<file path="src/rtl/bus_rr_lock_arbiter_if.sv">
// rtl/bus_rr_lock_arbiter_if.sv - per-core request and shared-bus handshake bundle for the bus arbiter
// The arbiter connects through the slave modport. The core/bus side connects through the master modport.
interface bus_rr_lock_arbiter_if #(
  parameter int NREQ = 4,
  parameter int IDW  = 2
);
  logic [NREQ-1:0] i_req;
  logic [NREQ-1:0] i_lock;
  logic            i_sys_busy;
  logic            o_start;
  logic [NREQ-1:0] o_grant;
  logic [IDW-1:0]  o_grant_id;
  logic [NREQ-1:0] o_done;
  logic            o_locked;

  modport slave (
    input  i_req, i_lock, i_sys_busy,
    output o_start, o_grant, o_grant_id, o_done, o_locked
  );

  modport master (
    output i_req, i_lock, i_sys_busy,
    input  o_start, o_grant, o_grant_id, o_done, o_locked
  );
endinterface

</file>
<file path="src/rtl/bus_rr_lock_arbiter.sv">
// rtl/bus_rr_lock_arbiter.sv - round-robin shared-bus sequencer with per-owner lock for AMO sequences
// Each grant runs one bus transaction: issue, wait for busy, wait for idle, then complete.
module bus_rr_lock_arbiter #(
  parameter int NREQ     = 4,
  parameter int IDW      = 2,
  parameter int ACK_TMO  = 255,
  parameter int LOCK_MAX = 15
) (
  input  logic                   CLK,
  input  logic                   RST_X,
  input  logic                   w_init_done,
  bus_rr_lock_arbiter_if.slave   bus,
  output logic                   o_err_tmo
);

  typedef enum logic [2:0] {S_IDLE, S_ISSUE, S_ACK, S_BUSY, S_DONE} state_t;

  state_t          state_q, state_d;
  logic [NREQ-1:0] grant_q, grant_d;
  logic [IDW-1:0]  gid_q, gid_d;
  logic [IDW-1:0]  last_q, last_d;
  logic            locked_q, locked_d;
  logic [3:0]      lock_cnt_q, lock_cnt_d;
  logic [7:0]      ack_cnt_q, ack_cnt_d;
  logic            err_q, err_d;

  logic            owner_req;
  logic [NREQ-1:0] elig;
  logic            pick_valid;
  logic [IDW-1:0]  pick_id;

  // A lock only narrows eligibility while its owner is still requesting.
  assign owner_req = |(grant_q & bus.i_req);
  assign elig      = (locked_q && owner_req) ? (grant_q & bus.i_req) : bus.i_req;

  // Scan from farthest to nearest so the closest candidate after last_q wins.
  always_comb begin
    int idx;
    idx        = 0;
    pick_valid = 1'b0;
    pick_id    = '0;
    for (int i = NREQ; i >= 1; i--) begin
      idx = (int'(last_q) + i) % NREQ;
      if (elig[idx[IDW-1:0]]) begin
        pick_valid = 1'b1;
        pick_id    = IDW'(idx);
      end
    end
  end

  always_comb begin
    state_d    = state_q;
    grant_d    = grant_q;
    gid_d      = gid_q;
    last_d     = last_q;
    locked_d   = locked_q;
    lock_cnt_d = lock_cnt_q;
    ack_cnt_d  = ack_cnt_q;
    err_d      = err_q;
    case (state_q)
      S_IDLE: begin
        if (w_init_done) begin
          if (locked_q && !owner_req) begin
            locked_d   = 1'b0;
            lock_cnt_d = '0;
            grant_d    = '0;
          end
          if (pick_valid) begin
            grant_d = NREQ'(1) << pick_id;
            gid_d   = pick_id;
            state_d = S_ISSUE;
          end
        end
      end
      S_ISSUE: begin
        ack_cnt_d = '0;
        state_d   = S_ACK;
      end
      S_ACK: begin
        if (bus.i_sys_busy) begin
          state_d = S_BUSY;
        end else if (ack_cnt_q == 8'(ACK_TMO - 1)) begin
          err_d   = 1'b1;
          state_d = S_DONE;
        end else begin
          ack_cnt_d = ack_cnt_q + 8'd1;
        end
      end
      S_BUSY: begin
        if (!bus.i_sys_busy) state_d = S_DONE;
      end
      S_DONE: begin
        last_d = gid_q;
        if (|(grant_q & bus.i_lock) && (lock_cnt_q < 4'(LOCK_MAX))) begin
          locked_d   = 1'b1;
          lock_cnt_d = lock_cnt_q + 4'd1;
        end else begin
          locked_d   = 1'b0;
          lock_cnt_d = '0;
          grant_d    = '0;
        end
        state_d = S_IDLE;
      end
      default: state_d = S_IDLE;
    endcase
  end

  always_ff @(posedge CLK) begin
    if (!RST_X) begin
      state_q    <= S_IDLE;
      grant_q    <= '0;
      gid_q      <= '0;
      last_q     <= IDW'(NREQ - 1);
      locked_q   <= 1'b0;
      lock_cnt_q <= '0;
      ack_cnt_q  <= '0;
      err_q      <= 1'b0;
    end else begin
      state_q    <= state_d;
      grant_q    <= grant_d;
      gid_q      <= gid_d;
      last_q     <= last_d;
      locked_q   <= locked_d;
      lock_cnt_q <= lock_cnt_d;
      ack_cnt_q  <= ack_cnt_d;
      err_q      <= err_d;
    end
  end

  assign bus.o_start    = (state_q == S_ISSUE);
  assign bus.o_grant    = grant_q;
  assign bus.o_grant_id = gid_q;
  assign bus.o_done     = (state_q == S_DONE) ? grant_q : '0;
  assign bus.o_locked   = locked_q;
  assign o_err_tmo      = err_q;

  // The shared controller must never be busy while the arbiter could launch a transaction.
  a_no_busy_in_idle: assert property (@(posedge CLK) disable iff (!RST_X)
    !(state_q == S_IDLE && w_init_done && bus.i_sys_busy));

endmodule

</file>
<file path="src/flat_wrapper.sv">
// flat-port wrapper written by rule: the top's interface ports become plain ports
module bus_rr_lock_arbiter_flat 
#(
  parameter int NREQ     = 4,
  parameter int IDW      = 2,
  parameter int ACK_TMO  = 255,
  parameter int LOCK_MAX = 15
)
  (CLK, RST_X, w_init_done, o_err_tmo, bus_i_req, bus_i_lock, bus_i_sys_busy, bus_o_start, bus_o_grant, bus_o_grant_id, bus_o_done, bus_o_locked);
  bus_rr_lock_arbiter_if #(.NREQ(NREQ), .IDW(IDW)) bus_i ();
  input  logic CLK;
  input  logic RST_X;
  input  logic w_init_done;
  output logic o_err_tmo;
  input wire logic [$bits(bus_i.i_req)-1:0] bus_i_req;
  input wire logic [$bits(bus_i.i_lock)-1:0] bus_i_lock;
  input wire logic [$bits(bus_i.i_sys_busy)-1:0] bus_i_sys_busy;
  output wire logic [$bits(bus_i.o_start)-1:0] bus_o_start;
  output wire logic [$bits(bus_i.o_grant)-1:0] bus_o_grant;
  output wire logic [$bits(bus_i.o_grant_id)-1:0] bus_o_grant_id;
  output wire logic [$bits(bus_i.o_done)-1:0] bus_o_done;
  output wire logic [$bits(bus_i.o_locked)-1:0] bus_o_locked;
  assign bus_i.i_req = bus_i_req;
  assign bus_i.i_lock = bus_i_lock;
  assign bus_i.i_sys_busy = bus_i_sys_busy;
  assign bus_o_start = bus_i.o_start;
  assign bus_o_grant = bus_i.o_grant;
  assign bus_o_grant_id = bus_i.o_grant_id;
  assign bus_o_done = bus_i.o_done;
  assign bus_o_locked = bus_i.o_locked;
  bus_rr_lock_arbiter #(.NREQ(NREQ), .IDW(IDW), .ACK_TMO(ACK_TMO), .LOCK_MAX(LOCK_MAX)) u_core (.CLK(CLK), .RST_X(RST_X), .w_init_done(w_init_done), .bus(bus_i), .o_err_tmo(o_err_tmo));
endmodule
</file>
<file path="config.mk">
export PLATFORM = sky130hd
export DESIGN_NAME = bus_rr_lock_arbiter_flat
export DESIGN_NICKNAME = d
export VERILOG_FILES = /design/src/rtl/bus_rr_lock_arbiter_if.sv /design/src/rtl/bus_rr_lock_arbiter.sv /design/src/flat_wrapper.sv
export SDC_FILE = /design/constraint.sdc
export NUM_CORES = 1
export LEC_CHECK = 0
export CORE_MARGIN = 2
export CORE_UTILIZATION = 26
export DETAILED_ROUTE_END_ITERATION = 16
export GPL_TIMING_DRIVEN = 0
export PLACE_DENSITY_LB_ADDON = 0.08
export SLEW_MARGIN = 0
export SYNTH_ARGS = -nofsm -noshare
export SYNTH_HDL_FRONTEND = slang
export SYNTH_SLANG_ARGS = --single-unit
</file>
<file path="constraint.sdc">
create_clock -name CLK -period 3.3 [get_ports CLK]
set_clock_uncertainty 0.1 [all_clocks]
set_input_delay 0.99 -clock CLK [delete_from_list [all_inputs] [get_ports CLK]]
set_output_delay 0.99 -clock CLK [all_outputs]
set_load 0.02 [all_outputs]
</file>
==> impl_metrics.sql, run 1 <==
INSERT INTO impl_metrics (metric_group, metric, value, unit) VALUES
('sta', 'achievable-frequency', '318', 'MHz'),
('power_and_ir_drop', 'power.leakage', '0.662', 'nW'),
('die', 'die_w', '80.7', 'µm'),
('worst_setup_path', 'critPathMostFrequentCell', 'sky130_fd_sc_hd__inv_1', ''),
('yosys', 'synth_top_flop_cell', 'sky130_fd_sc_hd__dfxtp_1', ''),
('sta', 'tightestPinTransition', '0.618', 'ns'),
('global_routing', 'grt_antenna_before_repair', '0', ''),
('die', 'die_y', '80.7', 'µm'),
('cells_and_area', 'area_delta_synth_final', '23.7', '%'),
('sta', 'final.period_utilization', '95.2', '%'),
('power_and_ir_drop', 'vdd_ir_drop_max', '277', 'µV'),
('worst_setup_path', 'worst-path-max-fanout', '10', ''),
('yosys', 'seq_area_frac_synth', '32.7', '%'),
('worst_setup_path', 'critPathLaunchType', 'register', ''),
('global_routing', 'globalRouteOverflowTotal', '0', ''),
('worst_setup_path', 'path_buf_inv', '4', ''),
('placed_design', 'port_buffers', '22', ''),
('worst_setup_path', 'endpoint_kind', 'primary output', ''),
('die', 'rows', '27', ''),
('placed_design', 'weighted_congestion_reported_at_the_end_of_routability_driven_placement', '0.867', ''),
('power_and_ir_drop', 'total_power', '0.633', 'mW'),
('route', 'vias_per_cell', '5.02', ''),
('sta', 'final_hold_viol_count', '0', ''),
('clock_tree', 'clkLatencyLatePin', '0.27', 'ns'),
('cells_and_area', 'nNetsFinal', '219', ''),
('yosys', 'synth_nets', '192', ''),
('die', 'design.core.area', '0.00561', 'mm²'),
('sta', 'rsz0062_at_grt', 'false', ''),
('die', 'design.die.area', '0.00651', 'mm²'),
('outcome', 'run_status', 'finished clean', ''),
('route', 'drt_iter0_markers', '110', ''),
('global_routing', 'grt_pass1_wl', '6.15', 'mm'),
('worst_setup_path', 'worstPathRequired', '2.21', 'ns'),
('global_routing', 'global_route.usage.total', '12.1', '%'),
('sta', 'max_slew_margin', '58.2', '%'),
('yosys', 'async_reset_ff_share', '0', '%'),
('route', 'routed_wire_length_per_instance', '13.8', 'µm'),
('worst_setup_path', 'worst-setup-path-type', 'register to primary output', ''),
('global_routing', 'grt_pass1_vias', '1261', ''),
('sta', 'final.setup.worst_slack', '0.159', 'ns'),
('global_routing', 'met3_usage', '2.81', '%'),
('die', 'initial_utilization', '27.3', '%'),
('worst_setup_path', 'critical_path.top_delay_family', 'buffers and inverters', ''),
('clock_tree', 'cts_tree', 'yes', ''),
('route', 'postRouteWirelength', '3.78', 'mm'),
('worst_setup_path', 'arrival', '2.05', 'ns'),
('clock_tree', 'number_of_buffers_created_by_cts', '3', ''),
('yosys', 'syn-cell-area', '0.00153', 'mm²'),
('sta', 'min_period', '3.14', 'ns'),
('global_routing', 'global_route.usage.met1', '18.4', '%'),
('clock_tree', 'cts.root.buffer_cell', 'sky130_fd_sc_hd__clkbuf_8', ''),
('global_routing', 'maximum_number_of_pins_on_one_net_before_global_route_repair', '15', ''),
('sta', 'report.final.slew_viol_count', '0', ''),
('yosys', 'syn-instance-count', '177', ''),
('sta', 'tns', '0', 'ns'),
('power_and_ir_drop', 'p_per_area', '334', 'mW/mm²'),
('min_path', 'worstHoldPathType', 'register to register', ''),
('yosys', 'synthesized_area_per_cell', '8.65', 'µm²'),
('placed_design', 'place_hpwl', '2.88', 'mm'),
('yosys', 'ys_seq_elements', '25', ''),
('sta', 'finalSetupViolations', '0', ''),
('route', 'drt_drc_violations_left', '0', ''),
('flow_run', 'maxCapViolations', '0', ''),
('global_routing', 'grt-busiest-layer', 'met1', ''),
('clock_tree', 'cts.htree.levels', '1', ''),
('worst_setup_path', 'slowest_cell_on_crit_path', 'sky130_fd_sc_hd__clkdlybuf4s50_1', ''),
('global_routing', 'global_route.usage.met2', '17.1', '%'),
('yosys', 'post_synth_num_cell_types', '54', ''),
('route', 'detail_route.first_pass.iterations', '4', ''),
('yosys', 'synth-edff-count', '0', ''),
('cells_and_area', 'diodes', '0', ''),
('clock_tree', 'hold_buffer_count_at_cts', '0', ''),
('route', 'final_antenna_net_count', '0', ''),
('die', 'ios', '25', ''),
('clock_tree', 'cts_buffer_depth', '2', ''),
('clock_tree', 'clock_sinks', '25', ''),
('cells_and_area', 'layout_cell_share_with_drive_strength_beyond_1', '12.8', '%'),
('clock_tree', 'path_clk_slew', '0.09', 'ns'),
('cells_and_area', 'postLayoutCoreUtil', '33.8', '%'),
('yosys', 'ys.warnings.count', '0', ''),
('placed_design', 'dp_slack', '0.225', 'ns'),
('route', 'num_vias', '1380', ''),
('worst_setup_path', 'worstPathCellList', 'inv_1, or3_1, clkbuf_1, inv_1, clkdlybuf4s50_1', ''),
('worst_setup_path', 'max_stage_delay', '0.60', 'ns');
==> metal layers <==
metal	up-vias	wire length, µm
met5	-	0
met4	0	15
met3	2	209
met2	45	1530
met1	623	2030
li1	710	-
==> stage by stage <==
stage | std cells | cell area, µm² | hold WS [ns]
6_report | 275 | 1890 | 0.379
2_1_floorplan | 177 | 1530 | 0.359
5_1_grt | 275 | 1890 | 0.427
3_3_place_gp | 271 | 1840 | 0.355
4_1_cts | 275 | 1890 | 0.386
3_5_place_dp | 271 | 1840 | 0.358
==> Yosys cell counts, drive strengths merged (5+ instances only) <==
cell | n | area (µm²)
dfxtp | 25 | 500
nand2 | 17 | 63.8
nor2 | 16 | 60.1
a21oi | 14 | 77.6
inv | 7 | 26.3
and2 | 6 | 37.5
xnor2 | 6 | 52.6
a211oi | 5 | 57.6
a22oi | 5 | 37.5
buf | 5 | 38.8
nand3 | 5 | 25.0
o21ai | 5 | 25.0
==> cells in the final DEF (no fill, tap or decap), drive strengths merged, types with 2 or more instances in the layout <==
master,n
a211oi,5
o32ai,2
or3,3
mux2i,3
nand2b,4
buf,5
a21oi,14
clkdlybuf4s50,22
a21boi,2
ha,3
nor3,2
clkbuf,6
xnor2,6
inv,7
a41o,3
a22o,3
a22oi,5
nor2,16
nand3,5
clkinv,2
nand2,17
nand4,2
and2,6
a222oi,4
o211ai,4
o21ai,5
dfxtp,25
o21a,3
nor4b,2
==> sequential cells by signal, indices dropped and copies added (netlist names) <==
register               count
u_core.o_err_tmo           1
u_core.bus.o_locked        1
u_core.ack_cnt_q           8
u_core.bus.o_grant         4
u_core.last_q              2
u_core.state_q             3
u_core.lock_cnt_q          4
u_core.bus.o_grant_id      2
==> worst reg2reg max path, cell delays in order, from the launching register on <==
cell and delay, ns:
sky130_fd_sc_hd__dfxtp_1 0.32, sky130_fd_sc_hd__buf_4 0.16, sky130_fd_sc_hd__a222oi_1 0.39, sky130_fd_sc_hd__o21a_2 0.23, sky130_fd_sc_hd__a21oi_2 0.08, sky130_fd_sc_hd__or4b_4 0.54
sky130_fd_sc_hd__o32ai_2 0.22
==> cell families (layout without fill, tap and decap cells) <==
| family | count (synthesis) | in the layout | share of synthesized area [%] |
|---|---|---|---|
| DFF | 25 | 25 | 32.7 |
| AOI/OAI and AO/OA | 56 | 56 | 28.9 |
| muxes | 4 | 4 | 2.70 |
| adders and majority gates | 3 | 3 | 2.45 |
| xor gates and xnor gates | 6 | 6 | 3.43 |
| and+or+nand+nor | 66 | 66 | 23.1 |
| buffers and inverters | 17 | 43 | 6.79 |
==> cell type report <==
type	count	area (µm²)
buffer	9	73.8
clock buffer	3	41.3
clock inverter	1	5.00
fill	598	3710
inverter	8	30.0
multi-input combinational	135	932
sequential	25	500
tap	72	90.1
timing repair buffer	22	220
==> worst paths after layout <==
check	startpoint	to	slack, ns	cells after the start
max	u_core.state_q[0]	bus_o_start	0.16	5
min	u_core.o_err_tmo	u_core.o_err_tmo	0.38	1
max reg2reg	u_core.bus.o_grant[0]	u_core.bus.o_grant[2]	1.17	6
min reg2reg	u_core.o_err_tmo	u_core.o_err_tmo	0.38	1
==> report_power, final <==
group / leakage [nW] / total [mW] / internal [mW] / switching, mW
registers: 0.203 / 0.320 / 0.311 / 0.00870
clock network: 0.0255 / 0.177 / 0.0842 / 0.0925
logic: 0.434 / 0.137 / 0.0617 / 0.0749
==> timing repair <==
item,CTS,global route
gates resized for setup,0,1
setup endpoints to repair,0,4
setup buffers,0,0
Note: power is estimated with default switching activity, not from simulation.
==> run 2, diff against run 1 <==
==> constraint.sdc (replaced) <==
create_clock -name CLK -period 3.1 [get_ports CLK]
set_clock_uncertainty 0.1 [all_clocks]
set_input_delay 0.93 -clock CLK [delete_from_list [all_inputs] [get_ports CLK]]
set_output_delay 0.93 -clock CLK [all_outputs]
set_load 0.02 [all_outputs]
==> impl_metrics.sql, run 2 (synthesis gave the netlist of run 1 again) <==
INSERT INTO impl_metrics (metric_group, metric, value, unit) VALUES
('route', 'num_vias', '1390', ''),
('cells_and_area', 'largest_register_ffs', '8', ''),
('cells_and_area', 'postLayoutCoreUtil', '33.9', '%'),
('worst_setup_path', 'r2r_setup_slack', '0.97', 'ns'),
('sta', 'tightestPinTransition', '0.575', 'ns'),
('die', 'rows', '27', ''),
('placed_design', 'port_buffers', '22', ''),
('sta', 'report.final.slew_viol_count', '0', ''),
('global_routing', 'global_route.usage.met1', '18.4', '%'),
('route', 'final_antenna_net_count', '0', ''),
('route', 'detail_route.first_pass.iterations', '4', ''),
('global_routing', 'maximum_number_of_pins_on_one_net_before_global_route_repair', '15', ''),
('clock_tree', 'cts_buffer_depth', '2', ''),
('global_routing', 'globalRouteOverflowTotal', '0', ''),
('placed_design', 'place_hpwl', '2.88', 'mm'),
('die', 'design.core.area', '0.00561', 'mm²'),
('cells_and_area', 'multi_input_area', '932', 'µm²'),
('global_routing', 'grt_pass1_wl', '6.14', 'mm'),
('global_routing', 'grt_antenna_before_repair', '0', ''),
('sta', 'achievable-frequency', '335', 'MHz'),
('sta', 'rsz0062_at_grt', 'false', ''),
('worst_setup_path', 'worst-path-max-fanout', '10', ''),
('clock_tree', 'clock_sinks', '25', ''),
('global_routing', 'grt_pass1_vias', '1258', ''),
('power_and_ir_drop', 'p_per_area', '356', 'mW/mm²'),
('cells_and_area', 'layout_commonest_cell', 'sky130_fd_sc_hd__dfxtp_1', ''),
('die', 'design.die.area', '0.00651', 'mm²'),
('clock_tree', 'clkLatencyLatePin', '0.27', 'ns'),
('sta', 'max_slew_margin', '61.2', '%'),
('die', 'die_w', '80.7', 'µm'),
('global_routing', 'met3_usage', '2.81', '%'),
('clock_tree', 'cts.root.buffer_cell', 'sky130_fd_sc_hd__clkbuf_8', ''),
('cells_and_area', 'final_area', '0.00190', 'mm²'),
('outcome', 'run_status', 'finished clean', ''),
('clock_tree', 'cts.htree.levels', '1', ''),
('worst_setup_path', 'worst-setup-path-type', 'register to primary output', ''),
('die', 'initial_utilization', '27.3', '%'),
('worst_setup_path', 'critPathLaunchType', 'register', ''),
('clock_tree', 'cts_tree', 'yes', ''),
('clock_tree', 'path_clk_slew', '0.09', 'ns'),
('route', 'postRouteWirelength', '3.81', 'mm'),
('global_routing', 'global_route.usage.met2', '17.2', '%'),
('flow_run', 'maxCapViolations', '0', ''),
('sta', 'finalSetupViolations', '0', ''),
('die', 'ios', '25', ''),
('sta', 'tns', '0', 'ns'),
('cells_and_area', 'area_delta_synth_final', '24.4', '%'),
('route', 'drt_drc_violations_left', '0', ''),
('cells_and_area', 'diodes', '0', ''),
('sta', 'final_hold_viol_count', '0', ''),
('global_routing', 'global_route.usage.total', '12.1', '%'),
('placed_design', 'weighted_congestion_reported_at_the_end_of_routability_driven_placement', '0.867', ''),
('cells_and_area', 'mostFrequentLayoutCells', 'sky130_fd_sc_hd__dfxtp_1, sky130_fd_sc_hd__clkdlybuf4s50_1, sky130_fd_sc_hd__nand2_1', ''),
('global_routing', 'grt-busiest-layer', 'met1', ''),
('sta', 'min_period', '2.98', 'ns'),
('cells_and_area', 'regArea', '502', 'µm²'),
('die', 'die_y', '80.7', 'µm'),
('route', 'routed_wire_length_per_instance', '13.8', 'µm'),
('placed_design', 'cell_area_placed', '0.00184', 'mm²'),
('min_path', 'worstHoldPathType', 'register to register', ''),
('route', 'vias_per_cell', '5.04', ''),
('route', 'drt_iter0_markers', '105', ''),
('worst_setup_path', 'arrival', '1.95', 'ns'),
('worst_setup_path', 'endpoint_kind', 'primary output', ''),
('power_and_ir_drop', 'power.leakage', '0.671', 'nW'),
('cells_and_area', 'max_flop_register', 'u_core.ack_cnt_q', ''),
('clock_tree', 'number_of_buffers_created_by_cts', '3', ''),
('cells_and_area', 'layout_cell_share_with_drive_strength_beyond_1', '14.2', '%'),
('cells_and_area', 'nNetsFinal', '220', ''),
('sta', 'final.period_utilization', '96.3', '%'),
('cells_and_area', 'num-fill-cells', '596', ''),
('clock_tree', 'hold_buffer_count_at_cts', '0', ''),
('power_and_ir_drop', 'total_power', '0.677', 'mW'),
('power_and_ir_drop', 'vdd_ir_drop_max', '296', 'µV'),
('worst_setup_path', 'worstPathRequired', '2.07', 'ns');
==> run 2: cell types whose count changed in the layout (fill, tap and decap cells not counted), sizes merged <==
cell and delta:
buf +1
==> run 2: metrics by stage <==
stage / worst slack, ns / instances / hold WS, ns
CTS: 0.0672 / 275 / 0.386
global route: 0.00610 / 276 / 0.427
detailed placement: 0.0854 / 271 / 0.358
global placement: 0.0942 / 271 / 0.355
finish: 0.116 / 276 / 0.379
floorplan: 0.533 / 177 / 0.359
==> run 2: final cells by class <==
| type | count | area share, % |
|---|---|---|
| multi-input cells | 135 | 49.0 |
| repair buffers | 23 | 12.0 |
| well taps | 72 | 4.73 |
| flip-flops and latches | 25 | 26.4 |
| clock buffers | 3 | 2.17 |
| plain buffers | 9 | 3.94 |
| inverters | 8 | 1.58 |
| clock inverters | 1 | 0.263 |
==> run 2: report_power, final <==
| part | internal, mW | total, mW | switching (mW) |
|---|---|---|---|
| registers | 0.331 | 0.341 | 0.00938 |
| clock network | 0.0897 | 0.190 | 0.0998 |
| logic | 0.0664 | 0.147 | 0.0801 |
==> run 2: what timing repair did <==
item | in CTS | in global routing
setup buffers | 0 | 1
hold endpoints to repair | 0 | 0
resized for setup | 2 | 1
setup endpoints to repair | 4 | 5
==> run 2: worst max-delay path, stage by stage (launching register included) <==
cell and delay (ns):
sky130_fd_sc_hd__dfxtp_1 0.31, sky130_fd_sc_hd__buf_4 0.15, sky130_fd_sc_hd__or3_1 0.34, sky130_fd_sc_hd__clkbuf_2 0.21
sky130_fd_sc_hd__inv_1 0.08, sky130_fd_sc_hd__clkdlybuf4s50_1 0.59
==> run 2: final timing paths <==
path,to,depth (start not counted),startpoint
worst max-delay path,bus_o_start,5,u_core.state_q[1]
worst min-delay path,u_core.o_err_tmo,1,u_core.o_err_tmo
worst max register to register,u_core.bus.o_grant[2],6,u_core.bus.o_grant[0]
worst min register to register,u_core.o_err_tmo,1,u_core.o_err_tmo
==> run 2: per-layer routing <==
metal / up-vias / wire length [µm]
met5: - / 0
met4: 0 / 15
met3: 2 / 206
met2: 36 / 1530
met1: 639 / 2050
li1: 713 / -
